[src/rtl/muldiv_hilo_ctrl_pkg.sv]
// Shared encodings for the HI/LO sequencing stage and the signed divider beside it.
package muldiv_hilo_ctrl_pkg;

  localparam int DIV_ITER = 32;

  localparam logic [1:0] OP_NOP  = 2'd0;
  localparam logic [1:0] OP_DIV  = 2'd1;
  localparam logic [1:0] OP_MTHI = 2'd2;
  localparam logic [1:0] OP_MTLO = 2'd3;

  localparam logic [1:0] S_IDLE   = 2'd0;
  localparam logic [1:0] S_LAUNCH = 2'd1;
  localparam logic [1:0] S_WAIT   = 2'd2;
  localparam logic [1:0] S_DRAIN  = 2'd3;

  typedef struct packed {
    logic        hi_we;
    logic        lo_we;
    logic [31:0] hi_d;
    logic [31:0] lo_d;
  } hilo_wr_t;

  function automatic logic is_div_op(input logic op_valid, input logic [1:0] op_code);
    return op_valid && (op_code == OP_DIV);
  endfunction

endpackage

[src/rtl/muldiv_hilo_ctrl_hilo_regfile.sv]
// Architectural HI/LO registers with independent write enables.
module hilo_regfile
  import muldiv_hilo_ctrl_pkg::*;
(
  input  logic        clock,
  input  logic        reset,
  input  hilo_wr_t    wr,
  output logic [31:0] hi,
  output logic [31:0] lo
);

  always_ff @(posedge clock or posedge reset) begin
    if (reset) begin
      hi <= '0;
      lo <= '0;
    end else begin
      if (wr.hi_we) hi <= wr.hi_d;
      if (wr.lo_we) lo <= wr.lo_d;
    end
  end

endmodule

[src/rtl/muldiv_hilo_ctrl.sv]
// Launches the external signed divider, waits out its busy window, and retires
// quotient/remainder into LO/HI while stalling the pipeline.
module muldiv_hilo_ctrl
  import muldiv_hilo_ctrl_pkg::*;
#(
  parameter int          WAIT_MAX = 40,
  parameter logic [31:0] DIV0_LO  = 32'hFFFF_FFFF
) (
  input  logic        clock,
  input  logic        reset,
  input  logic        op_valid,
  input  logic [1:0]  op_code,
  input  logic [31:0] rs_val,
  input  logic [31:0] rt_val,
  input  logic        kill,
  output logic        stall,
  output logic [31:0] hi,
  output logic [31:0] lo,
  output logic        timeout_err,
  output logic        div_start,
  output logic [31:0] div_dividend,
  output logic [31:0] div_divisor,
  input  logic        div_busy,
  input  logic [31:0] div_q,
  input  logic [31:0] div_r
);

  localparam int CNT_W = $clog2(WAIT_MAX + 1);

  logic [1:0]       state;
  logic [CNT_W-1:0] wait_cnt;
  logic             seen_busy;
  logic             launched;
  logic             done;
  logic             start_q;

  logic     div_op;
  logic     rt_nonzero;
  logic     launch_req;
  logic     wait_exit;
  logic     wait_tmo;
  logic     drain_exit;
  hilo_wr_t wr;

  assign div_op     = is_div_op(op_valid, op_code);
  assign rt_nonzero = (rt_val != '0);
  // A retired DIV re-presented after completion must not launch again.
  assign launch_req = (state == S_IDLE) && div_op && rt_nonzero && !done && !kill;
  assign wait_exit  = (state == S_WAIT) && !kill && !div_busy && seen_busy;
  assign wait_tmo   = (state == S_WAIT) && !kill && !wait_exit &&
                      (wait_cnt == CNT_W'(WAIT_MAX - 1));
  assign drain_exit = (state == S_DRAIN) && !div_busy && (seen_busy || !launched);

  assign stall     = (state != S_IDLE) || launch_req;
  // A kill in LAUNCH suppresses the pulse, so the divider never starts.
  assign div_start = start_q && !kill;

  always_comb begin
    wr = '0;
    if ((state == S_IDLE) && op_valid) begin
      case (op_code)
        OP_MTHI: begin
          wr.hi_we = 1'b1;
          wr.hi_d  = rs_val;
        end
        OP_MTLO: begin
          wr.lo_we = 1'b1;
          wr.lo_d  = rs_val;
        end
        OP_DIV: begin
          if (!rt_nonzero && !kill) begin
            wr.hi_we = 1'b1;
            wr.hi_d  = rs_val;
            wr.lo_we = 1'b1;
            wr.lo_d  = DIV0_LO;
          end
        end
        default: ;
      endcase
    end
    if (wait_exit) begin
      wr.hi_we = 1'b1;
      wr.hi_d  = div_r;
      wr.lo_we = 1'b1;
      wr.lo_d  = div_q;
    end
  end

  always_ff @(posedge clock or posedge reset) begin
    if (reset) begin
      state        <= S_IDLE;
      start_q      <= 1'b0;
      div_dividend <= '0;
      div_divisor  <= '0;
      wait_cnt     <= '0;
      seen_busy    <= 1'b0;
      launched     <= 1'b0;
      done         <= 1'b0;
      timeout_err  <= 1'b0;
    end else begin
      start_q <= 1'b0;
      case (state)
        S_IDLE: begin
          if (op_valid && (op_code != OP_NOP)) done <= 1'b0;
          if (launch_req) begin
            div_dividend <= rs_val;
            div_divisor  <= rt_val;
            start_q      <= 1'b1;
            state        <= S_LAUNCH;
          end
        end
        S_LAUNCH: begin
          seen_busy <= 1'b0;
          wait_cnt  <= '0;
          launched  <= !kill;
          state     <= kill ? S_DRAIN : S_WAIT;
        end
        S_WAIT: begin
          seen_busy <= seen_busy | div_busy;
          wait_cnt  <= wait_cnt + CNT_W'(1);
          if (kill) begin
            state <= S_DRAIN;
          end else if (wait_exit) begin
            done  <= 1'b1;
            state <= S_IDLE;
          end else if (wait_tmo) begin
            // The aborted op retires too, otherwise the pipeline would relaunch it forever.
            timeout_err <= 1'b1;
            done        <= 1'b1;
            state       <= S_IDLE;
          end
        end
        S_DRAIN: begin
          seen_busy <= seen_busy | div_busy;
          if (drain_exit) state <= S_IDLE;
        end
        default: state <= S_IDLE;
      endcase
    end
  end

  hilo_regfile u_hilo (
    .clock (clock),
    .reset (reset),
    .wr    (wr),
    .hi    (hi),
    .lo    (lo)
  );

endmodule

[config.mk]
export PLATFORM = sky130hd
export DESIGN_NAME = muldiv_hilo_ctrl
export DESIGN_NICKNAME = d
export VERILOG_FILES = /design/src/rtl/muldiv_hilo_ctrl_pkg.sv /design/src/rtl/muldiv_hilo_ctrl_hilo_regfile.sv /design/src/rtl/muldiv_hilo_ctrl.sv
export SDC_FILE = /design/constraint.sdc
export NUM_CORES = 1
export LEC_CHECK = 0
export CORE_MARGIN = 2
export CORE_UTILIZATION = 45
export DETAILED_ROUTE_END_ITERATION = 6
export PLACE_DENSITY_LB_ADDON = 0.2
export SYNTH_ARGS = -nofsm -noshare
export SYNTH_HDL_FRONTEND = slang
export SYNTH_SLANG_ARGS = --single-unit
export TNS_END_PERCENT = 20
[constraint.sdc]
create_clock -name clock -period 12.6 [get_ports clock]
set_input_delay 3.78 -clock clock [delete_from_list [all_inputs] [get_ports clock]]
set_output_delay 3.78 -clock clock [all_outputs]
set_load 0.005 [all_outputs]
=== After elaboration in Yosys (flattened, before gate mapping) ===
Cells that the tools add are included.

* Logic and storage cells: 87
* Flip-flop bits (word level): 141
* Input bits: 135
* Output and inout bits: 131

* Muxes and demuxes: 23
* Bitwise operators: 3
* Equality and inequality tests: 13
* Add/subtract/negate cells: 1
* Reduce and logical (&&, ||, !) cells: 36

{| class="wikitable"
|+ Operators with widths
! kind !! count
|-
| 2-to-1 mux 66 bit || 3
|-
| one-hot mux 32 bit (2 select lines) || 2
|-
| nonzero test 32 bit || 1
|-
| logical AND 1 bit || 16
|-
| one-hot mux 6 bit (2 select lines) || 1
|-
| 2-to-1 mux 2 bit || 5
|-
| nonzero test 2 bit || 5
|-
| equality test 2 bit (second input constant) || 4
|-
| one-hot mux 1 bit (2 select lines) || 4
|-
| one-hot mux 2 bit (4 select lines) || 1
|-
| AND reduction 4 bit || 2
|-
| 2-to-1 mux 1 bit || 7
|-
| adder 6 x 1 -> 6 bit (second input constant) || 1
|-
| equality test 6 bit (second input constant) || 1
|-
| zero test 1 bit || 6
|-
| != test 2 bit (second input constant) || 3
|-
| equality test 2 x 1 -> 1 bit (second input constant) || 2
|-
| != test 4 bit (second input constant) || 1
|-
| != test 3 bit (second input constant) || 1
|-
| AND reduction 3 bit || 1
|-
| zero test 2 bit || 1
|-
| logical OR 1 bit || 2
|-
| != test 2 x 1 -> 1 bit (second input constant) || 1
|-
| inverter 1 bit || 2
|-
| 3 further kinds || 3
|}

=== Logic depth before layout (Yosys ltp) ===
Gate-level depths: netlist (run 1).

* Depth in word-level cells: 11
* Gate-level depth with buffers: 10
* Mapped depth without buffers: 7

=== Cells and area by module ===
A second synthesis (run 1) with hierarchy kept.

* Cells, all modules: 530
* Area total of the unflattened synthesis: 6,810.3 µm²

{| class="wikitable"
|+ By module, submodules not included
! module !! area an instance (µm²) !! cells an instance !! times used !! sequential area each (µm²)
|-
| muldiv_hilo_ctrl || 4,116.4 || 393 || 1 || 1,926.8
|-
| hilo_regfile || 2,693.8 || 137 || 1 || 1,601.5
|}

=== Worst setup path before layout (run 1) ===
No wires, ideal clock.

* Path type: input-to-output
* Start: input port rt_val[27]
* End: output port stall
* Data required time: 8,820 ps
* Path buffers: 0
* Arrival: 4,578 ps
* Slack: 4,242 ps
* Cell stages on the path: 4
* Cell sequence: nor4_1 -> nand4_1 -> o211ai_1 -> nand2_1

* Cells in the longest elaborated chain, start to end: 5

{| class="wikitable"
|+ RTL lines
! what !! line !! text
|-
| start: declaration || muldiv_hilo_ctrl.sv:14 || <nowiki>input logic [31:0] rt_val,</nowiki>
|-
| nonzero test 32 bit || muldiv_hilo_ctrl.sv:46 || <nowiki>assign rt_nonzero = (rt_val != '0);</nowiki>
|-
| logical AND 1 bit (3 in a row) || muldiv_hilo_ctrl.sv:48 || <nowiki>assign launch_req = (state == S_IDLE) && div_op && rt_nonzero && !done && !kill;</nowiki>
|-
| logical OR 1 bit || muldiv_hilo_ctrl.sv:54 || <nowiki>assign stall = (state != S_IDLE) || launch_req;</nowiki>
|-
| end: declaration || muldiv_hilo_ctrl.sv:16 || <nowiki>output logic stall,</nowiki>
|}

No other way between the ends.

=== Worst setup path after layout (run 1) ===
* Start: input port rt_val[11]
* End: output port stall

Same word-level chain as after synthesis.

==> flow_metrics.py, run 1 <==
metrics = {
    "run_status": {
        "status": "complete, no violations",
    },
    "clock_tree": {
        "cts.path.max_buffers": 2,
        "cts_num_sinks": 141,
        "cts_tree": "built",
        "clk_pin_slew_ps": 50,
        "holdBufCountCts": 0,
        "cts_resized": 0,
        "cts_root_buf": "clkbuf_16",
        "h-tree-depth": 4,
        "numCtsBuffers": 17,
        "postCtsSetupBuffers": 0,
        "clock_latency_ps": 410,
    },
    "min_path": {
        "min_path_type": "reg2reg",
        "hold_start": "u_hilo.lo[30]$_DFFE_PP0P_",
        "hold_end": "u_hilo.lo[30]$_DFFE_PP0P_",
        "holdPathStages": 1,
    },
    "floorplan": {
        "dieArea_mm2": 0.01512,
        "ios": 266,
        "fp.dieH_um": 123.0,
        "fp.coreArea_mm2": 0.01383,
        "fp-row-count": 43,
        "start_util": 0.4605,
        "dieWidth_um": 123.0,
    },
    "global_routing": {
        "gr-total-overflow": 0,
        "grt_max_degree": 82,
        "grt_antenna_before_repair": 0,
        "grt_pass1_wl_mm": 29.04,
        "grt_pass1_vias": 5364,
        "grtUsageTotal": 0.2576,
    },
    "logic_synthesis": {
        "syn_nets": 611,
        "synth_edf_count": 0,
        "synth_adder_area_share": 0.01965,
        "synth_flop_cell": "dfrtp_1",
        "yosys_warnings": 0,
        "synth_compound_area_frac": 0.1279,
        "async_flop_share": 1.000,
        "synthXorXnorAreaFrac": 0.001376,
        "synth_area_mm2": 0.006367,
        "avgSynthCellArea_um2": 13.66,
        "yosysUniqueCellTypes": 44,
        "synth_top_family_by_area": "multiplexers",
        "synthCells": 466,
        "muxShareOfSynthArea": 0.1898,
        "yosys.area_share.simple": 0.07271,
        "synth-seq-area-share": 0.5541,
        "yosys_register_bits": 141,
    },
    "power_and_ir_drop": {
        "p_seq_frac": 0.380,
        "p_clk_frac": 0.241,
        "leakagePower_nw": 4.316,
        "p_int_mw": 1.385,
        "power_density_mw_per_mm2": 196.4,
        "ir_worst_vdd_v": 0.0001294,
        "p_sw_frac": 0.2736,
        "p_comb_frac": 0.379,
        "p_sw_mw": 0.5215,
    },
    "final_layout": {
        "fin_area_mm2": 0.009704,
        "diodes": 0,
        "fin_nets": 868,
        "area_growth_pct": 52.41,
        "drive_above_1_share": 0.1592,
    },
    "worst_setup_path": {
        "crit_slowest_cell": "clkdlybuf4s50_1",
        "worst-path-max-fanout": 4,
        "path_buf_inv": 2,
        "crit_top_cell": "clkdlybuf4s50_1",
        "worstPathCellList": "clkdlybuf4s50_1 -> nor4_1 -> nand4_1 -> o211ai_1 -> nand2_1 -> clkdlybuf4s50_1",
        "r2r_start": "state[0]$_DFFE_PP0P_",
        "rrSetupSlack_ps": 9570,
        "worst_ep_arrival_time_ps": 5890,
        "r2r_end": "u_hilo.lo[10]$_DFFE_PP0P_",
        "critPathMaxStageDelay_ps": 480,
        "worstSetupPathType": "in2out",
        "cp-end-kind": "output pin",
        "cp.required_ps": 8820,
        "r2r_cells": 8,
        "cp-startpoint": "rt_val[11]",
        "setup.worst_path.start_class": "primary input",
        "cp.depth": 6,
        "crit_family": "buffers and inverters",
    },
    "timing": {
        "max_slew.worst_pin.slew_ps": 1228,
        "final_hold_viol_count": 0,
        "max_freq_mhz": 103.5,
        "finalSetupViolCount": 0,
        "period_needed_ps": 9666,
        "finalMaxSlewViolations": 0,
        "max-slew-margin-rel": 0.1788,
        "rsz0062_at_grt": "false",
        "fin_crit_sh": 0.7671,
        "finalSetupTns_ps": 0,
        "skew_ps": 4.348,
    },
    "place": {
        "dp_hpwl_mm": 13.69,
        "port_buffers": 265,
        "placed_area_mm2": 0.009169,
        "place_congestion": 0.8132,
    },
    "drt": {
        "drc": 0,
        "drtIter0Drc": 263,
        "via_per_inst": 5.499,
        "wl_per_cell_um": 21.04,
        "vias": 5032,
        "totalWireLength_mm": 19.25,
        "drt-pass1-iter-count": 4,
        "detail-route-antenna-nets": 0,
    },
    "run": {
        "maxCapViolCount": 0,
    },
}
==> through the flow <==
step / hold slack [ps] / utilization / setup slack [ps] / cells / power [mW]
detailed placement: 478.1 / 0.6631 / 2954 / 884 / 1.452
CTS: 494.4 / 0.7018 / 2954 / 915 / 1.921
global placement: 460.7 / 0.6631 / 3005 / 884 / 1.431
floorplan: 466.3 / - / 4242 / 466 / 0.9842
finish: 490.9 / 0.7018 / 2934 / 915 / 1.906
global route: 507.0 / 0.7018 / 2890 / 915 / 2.012
==> sequential cells by signal, summed over array words and instances (netlist names) <==
register      cells
div_dividend     32
seen_busy         1
u_hilo.lo        32
launched          1
u_hilo.hi        32
state             2
done              1
wait_cnt          6
start_q           1
div_divisor      32
timeout_err       1
==> worst max-delay path by stage <==
stage | to | slack (ps)
final | stall | 2930
after global routing | stall | 2890
after CTS | stall | 2950
after detailed placement | stall | 2950
after global placement | stall | 3000
after floorplan | stall | 4240
==> routing by layer <==
layer | wire length, um | vias to the layer above | global-route usage
li1 | - | 2268 | -
met1 | 7434 | 2507 | 0.2934
met2 | 9718 | 223 | 0.4441
met3 | 1662 | 34 | 0.08994
met4 | 435 | 0 | 0.09914
met5 | 0 | - | 0
==> worst register-to-register path, cell delays in order, from the launching register on <==
cell      delay [ps]
dfrtp_1          400
inv_1            150
ha_1             430
and4bb_2         570
nor2_1           130
and2_1           340
buf_4            300
a221o_1          330
mux2_4           270
==> synthesized netlist by cell type (4+ instances only) <==
library cell | n | area share
nand2_1 | 8 | 0.0047
nor4_1 | 8 | 0.0079
inv_1 | 13 | 0.0077
a21oi_1 | 4 | 0.0031
o21ai_0 | 7 | 0.0055
dfrtp_1 | 141 | 0.55
mux2_2 | 46 | 0.081
nor2_1 | 8 | 0.0047
a221o_1 | 64 | 0.10
clkbuf_1 | 19 | 0.011
and2_1 | 33 | 0.032
buf_2 | 13 | 0.010
mux2_4 | 29 | 0.068
mux2_1 | 20 | 0.035
ha_1 | 10 | 0.020
nand4_1 | 4 | 0.0039
==> layout by cell type (no fill, tap or decap), types with 3 or more instances in the layout <==
master	instances
o21ai_0	7
inv_1	12
nand3_1	3
nor2b_1	3
nand4_1	4
mux2_1	20
nor4_1	8
mux2_2	46
nor2_1	8
clkbuf_1	4
clkinv_2	6
clkdlybuf4s50_1	265
ha_1	10
mux2_4	29
nand2_1	8
and2_1	33
buf_4	8
a21oi_1	4
clkbuf_16	17
dfrtp_1	141
a221o_1	64
mux2i_1	3
==> layout make-up <==
cell class                 instances  area [um^2]
timing repair buffer             273         2713
tap                              180        225.2
multi-input combinational        277         2649
clock inverter                     8        67.56
fill                             987         4123
inverter                          13        53.80
clock buffer                      23        467.9
sequential                       141         3528
==> power by group through the flow <==
stage | combinational, mW | sequential [mW] | clock, mW
finish | 0.723 | 0.724 | 0.460
global route | 0.778 | 0.742 | 0.492
CTS | 0.732 | 0.723 | 0.466
detailed placement | 0.726 | 0.726 | 0
global placement | 0.713 | 0.718 | 0
floorplan | 0.254 | 0.730 | 0
==> cells by family after synthesis <==
group,after synthesis
flops,141
mux,98
compound gates,90
simple gates,78
buf+inv,48
fa+ha+maj,10
xor+xnor,1
No activity file was read; power rests on OpenSTA's default activity.
==> inputs of run 2 (changes only) <==
CORE_UTILIZATION = 39   (was 45)
clock period = 8.05 ns   (was 12.6 ns; I/O delays follow)
==> run 2 against run 1 <==
Largest power group unchanged. Critical endpoint unchanged. First-iteration DRC count down 12%. Hold slack worse by 17 ps. Sequential share of layout area down 0.33 points. Clock-buffer cell count down 5. Wire length about the same. Via count about the same. Global-route usage down 3.2 points. Non-clock buffer count down 1. Design area up 0.92%. Worst setup slack worse by 1900 ps.
==> flow_metrics.py, run 2 (synthesis results as in run 1) <==
metrics = {
    "floorplan": {
        "dieArea_mm2": 0.01736,
        "fp.coreArea_mm2": 0.01594,
        "dieWidth_um": 131.8,
        "fp.dieH_um": 131.8,
        "start_util": 0.3994,
        "fp-row-count": 46,
        "ios": 266,
    },
    "clock_tree": {
        "postCtsSetupBuffers": 0,
        "cts_resized": 0,
        "numCtsBuffers": 17,
        "cts_root_buf": "clkbuf_16",
        "holdBufCountCts": 0,
        "clock_latency_ps": 410,
        "cts.path.max_buffers": 2,
        "h-tree-depth": 4,
        "clk_pin_slew_ps": 60,
        "cts_num_sinks": 141,
        "cts_tree": "built",
    },
    "power_and_ir_drop": {
        "p_clk_frac": 0.257,
        "leakagePower_nw": 4.333,
        "power_density_mw_per_mm2": 310.2,
        "ir_worst_vdd_v": 0.0001480,
        "p_seq_frac": 0.372,
        "p_sw_frac": 0.2691,
        "p_int_mw": 2.220,
        "p_sw_mw": 0.8176,
        "p_comb_frac": 0.371,
    },
    "drt": {
        "vias": 5037,
        "detail-route-antenna-nets": 0,
        "totalWireLength_mm": 19.23,
        "drtIter0Drc": 231,
        "drt-pass1-iter-count": 5,
        "drc": 0,
        "wl_per_cell_um": 20.26,
        "via_per_inst": 5.308,
    },
    "place": {
        "port_buffers": 265,
        "pre_cts_slack_ps": 948.9,
        "place_congestion": 0.8376,
        "dp_hpwl_mm": 13.60,
    },
    "min_path": {
        "hold_start": "u_hilo.lo[0]$_DFFE_PP0P_",
        "min_path_type": "reg2reg",
    },
    "final_layout": {
        "area_growth_pct": 53.80,
        "fin_nets": 867,
        "diodes": 0,
        "final_util": 0.6143,
        "layout_common_cells": "clkdlybuf4s50_1 (265), dfrtp_1 (141), a221o_1 (64), mux2_2 (46), and2_1 (33)",
        "final_common_cell": "clkdlybuf4s50_1",
        "drive_above_1_share": 0.1623,
    },
    "worst_setup_path": {
        "crit_family": "buffers and inverters",
        "critPathMaxStageDelay_ps": 480,
        "cp-end-kind": "output pin",
        "r2r_start": "state[0]$_DFFE_PP0P_",
        "worst-path-max-fanout": 4,
        "setup.worst_path.start_class": "primary input",
        "crit_slowest_cell": "clkdlybuf4s50_1",
        "cp-startpoint": "rt_val[27]",
        "rrSetupSlack_ps": 4870,
        "worstPathCellList": "clkdlybuf4s50_1 -> nor4_1 -> nand4_1 -> o211ai_1 -> nand2_1 -> clkdlybuf4s50_1",
        "worst_ep_arrival_time_ps": 4630,
        "worstSetupPathType": "in2out",
        "path_buf_inv": 2,
        "crit_top_cell": "clkdlybuf4s50_1",
        "cp.required_ps": 5640,
    },
    "timing": {
        "finalSetupViolCount": 0,
        "rsz0062_at_grt": "false",
        "fin_crit_sh": 0.8753,
        "period_needed_ps": 7046,
        "skew_ps": 6.048,
        "max_slew.worst_pin.slew_ps": 1138,
        "max_freq_mhz": 141.9,
        "finalSetupTns_ps": 0,
        "hold_ws_ps": 473.9,
        "setup_ws_ps": 1004,
        "finalMaxSlewViolations": 0,
        "final_hold_viol_count": 0,
        "max-slew-margin-rel": 0.2386,
    },
    "global_routing": {
        "grt_antenna_before_repair": 0,
        "grt_pass1_wl_mm": 30.84,
        "grt_pass1_vias": 5543,
        "gr-total-overflow": 0,
        "grt_max_degree": 92,
        "grtUsageTotal": 0.2253,
    },
    "run_status": {
        "status": "complete, no violations",
    },
    "run": {
        "maxCapViolCount": 0,
    },
}
-- run 2: changes by cell type in the layout (fill, tap and decap cells not counted) --
cell,previous run,this run
clkbuf_1,4,0
bufinv_16,1,3
clkinv_4,0,2
buf_4,8,7
clkbuf_8,2,1
clkinv_2,6,5
clkinvlp_4,1,2
-- run 2: stage by stage --
| stage | total power [mW] | std cells | instance area [um^2] |
|---|---|---|---|
| global placement | 2.243 | 919 | 9206 |
| global route | 3.198 | 949 | 9793 |
| finish | 3.038 | 949 | 9793 |
| CTS | 3.072 | 949 | 9793 |
| floorplan | 1.541 | 466 | 6367 |
| detailed placement | 2.273 | 919 | 9206 |
-- run 2: final cells by class --
cell class,count,area (um^2)
flip-flops and latches,141,3528
inverters,13,53.80
clock inverters,12,147.6
repair buffers,272,2705
clock buffers,18,439.2
fillers,1280,6150
multi-input cells,277,2649
well taps,216,270.3
-- run 2: final timing paths --
kind,depth (start not counted),endpoint
min reg2reg,1,u_hilo.lo[0]$_DFFE_PP0P_
max in group asynchronous,3,div_dividend[18]$_DFFE_PP0P_
min in group asynchronous,2,div_divisor[20]$_DFFE_PP0P_
max,6,stall
max reg2reg,8,u_hilo.lo[8]$_DFFE_PP0P_
min,1,u_hilo.lo[0]$_DFFE_PP0P_
-- run 2: worst register-to-register path, cell delays in order (launching register included) --
cell	delay [ps]
dfrtp_1	400
inv_1	160
ha_1	440
and4bb_2	630
nor2_1	140
and2_1	370
buf_4	320
a221o_1	340
mux2_4	270
-- run 2: power by group through the flow --
stage / logic, mW / registers [mW] / clock network (mW)
floorplan: 0.397 / 1.14 / 0
global placement: 1.12 / 1.12 / 0
detailed placement: 1.14 / 1.14 / 0
CTS: 1.14 / 1.13 / 0.800
global route: 1.20 / 1.16 / 0.833
finish: 1.13 / 1.13 / 0.782
-- run 2: routing by layer --
layer	GRT usage	up-vias	routed length (um)
met5	0	-	0
met4	0.08092	0	363
met3	0.07266	25	1399
met2	0.3819	204	9482
met1	0.2700	2534	7986
li1	-	2274	-
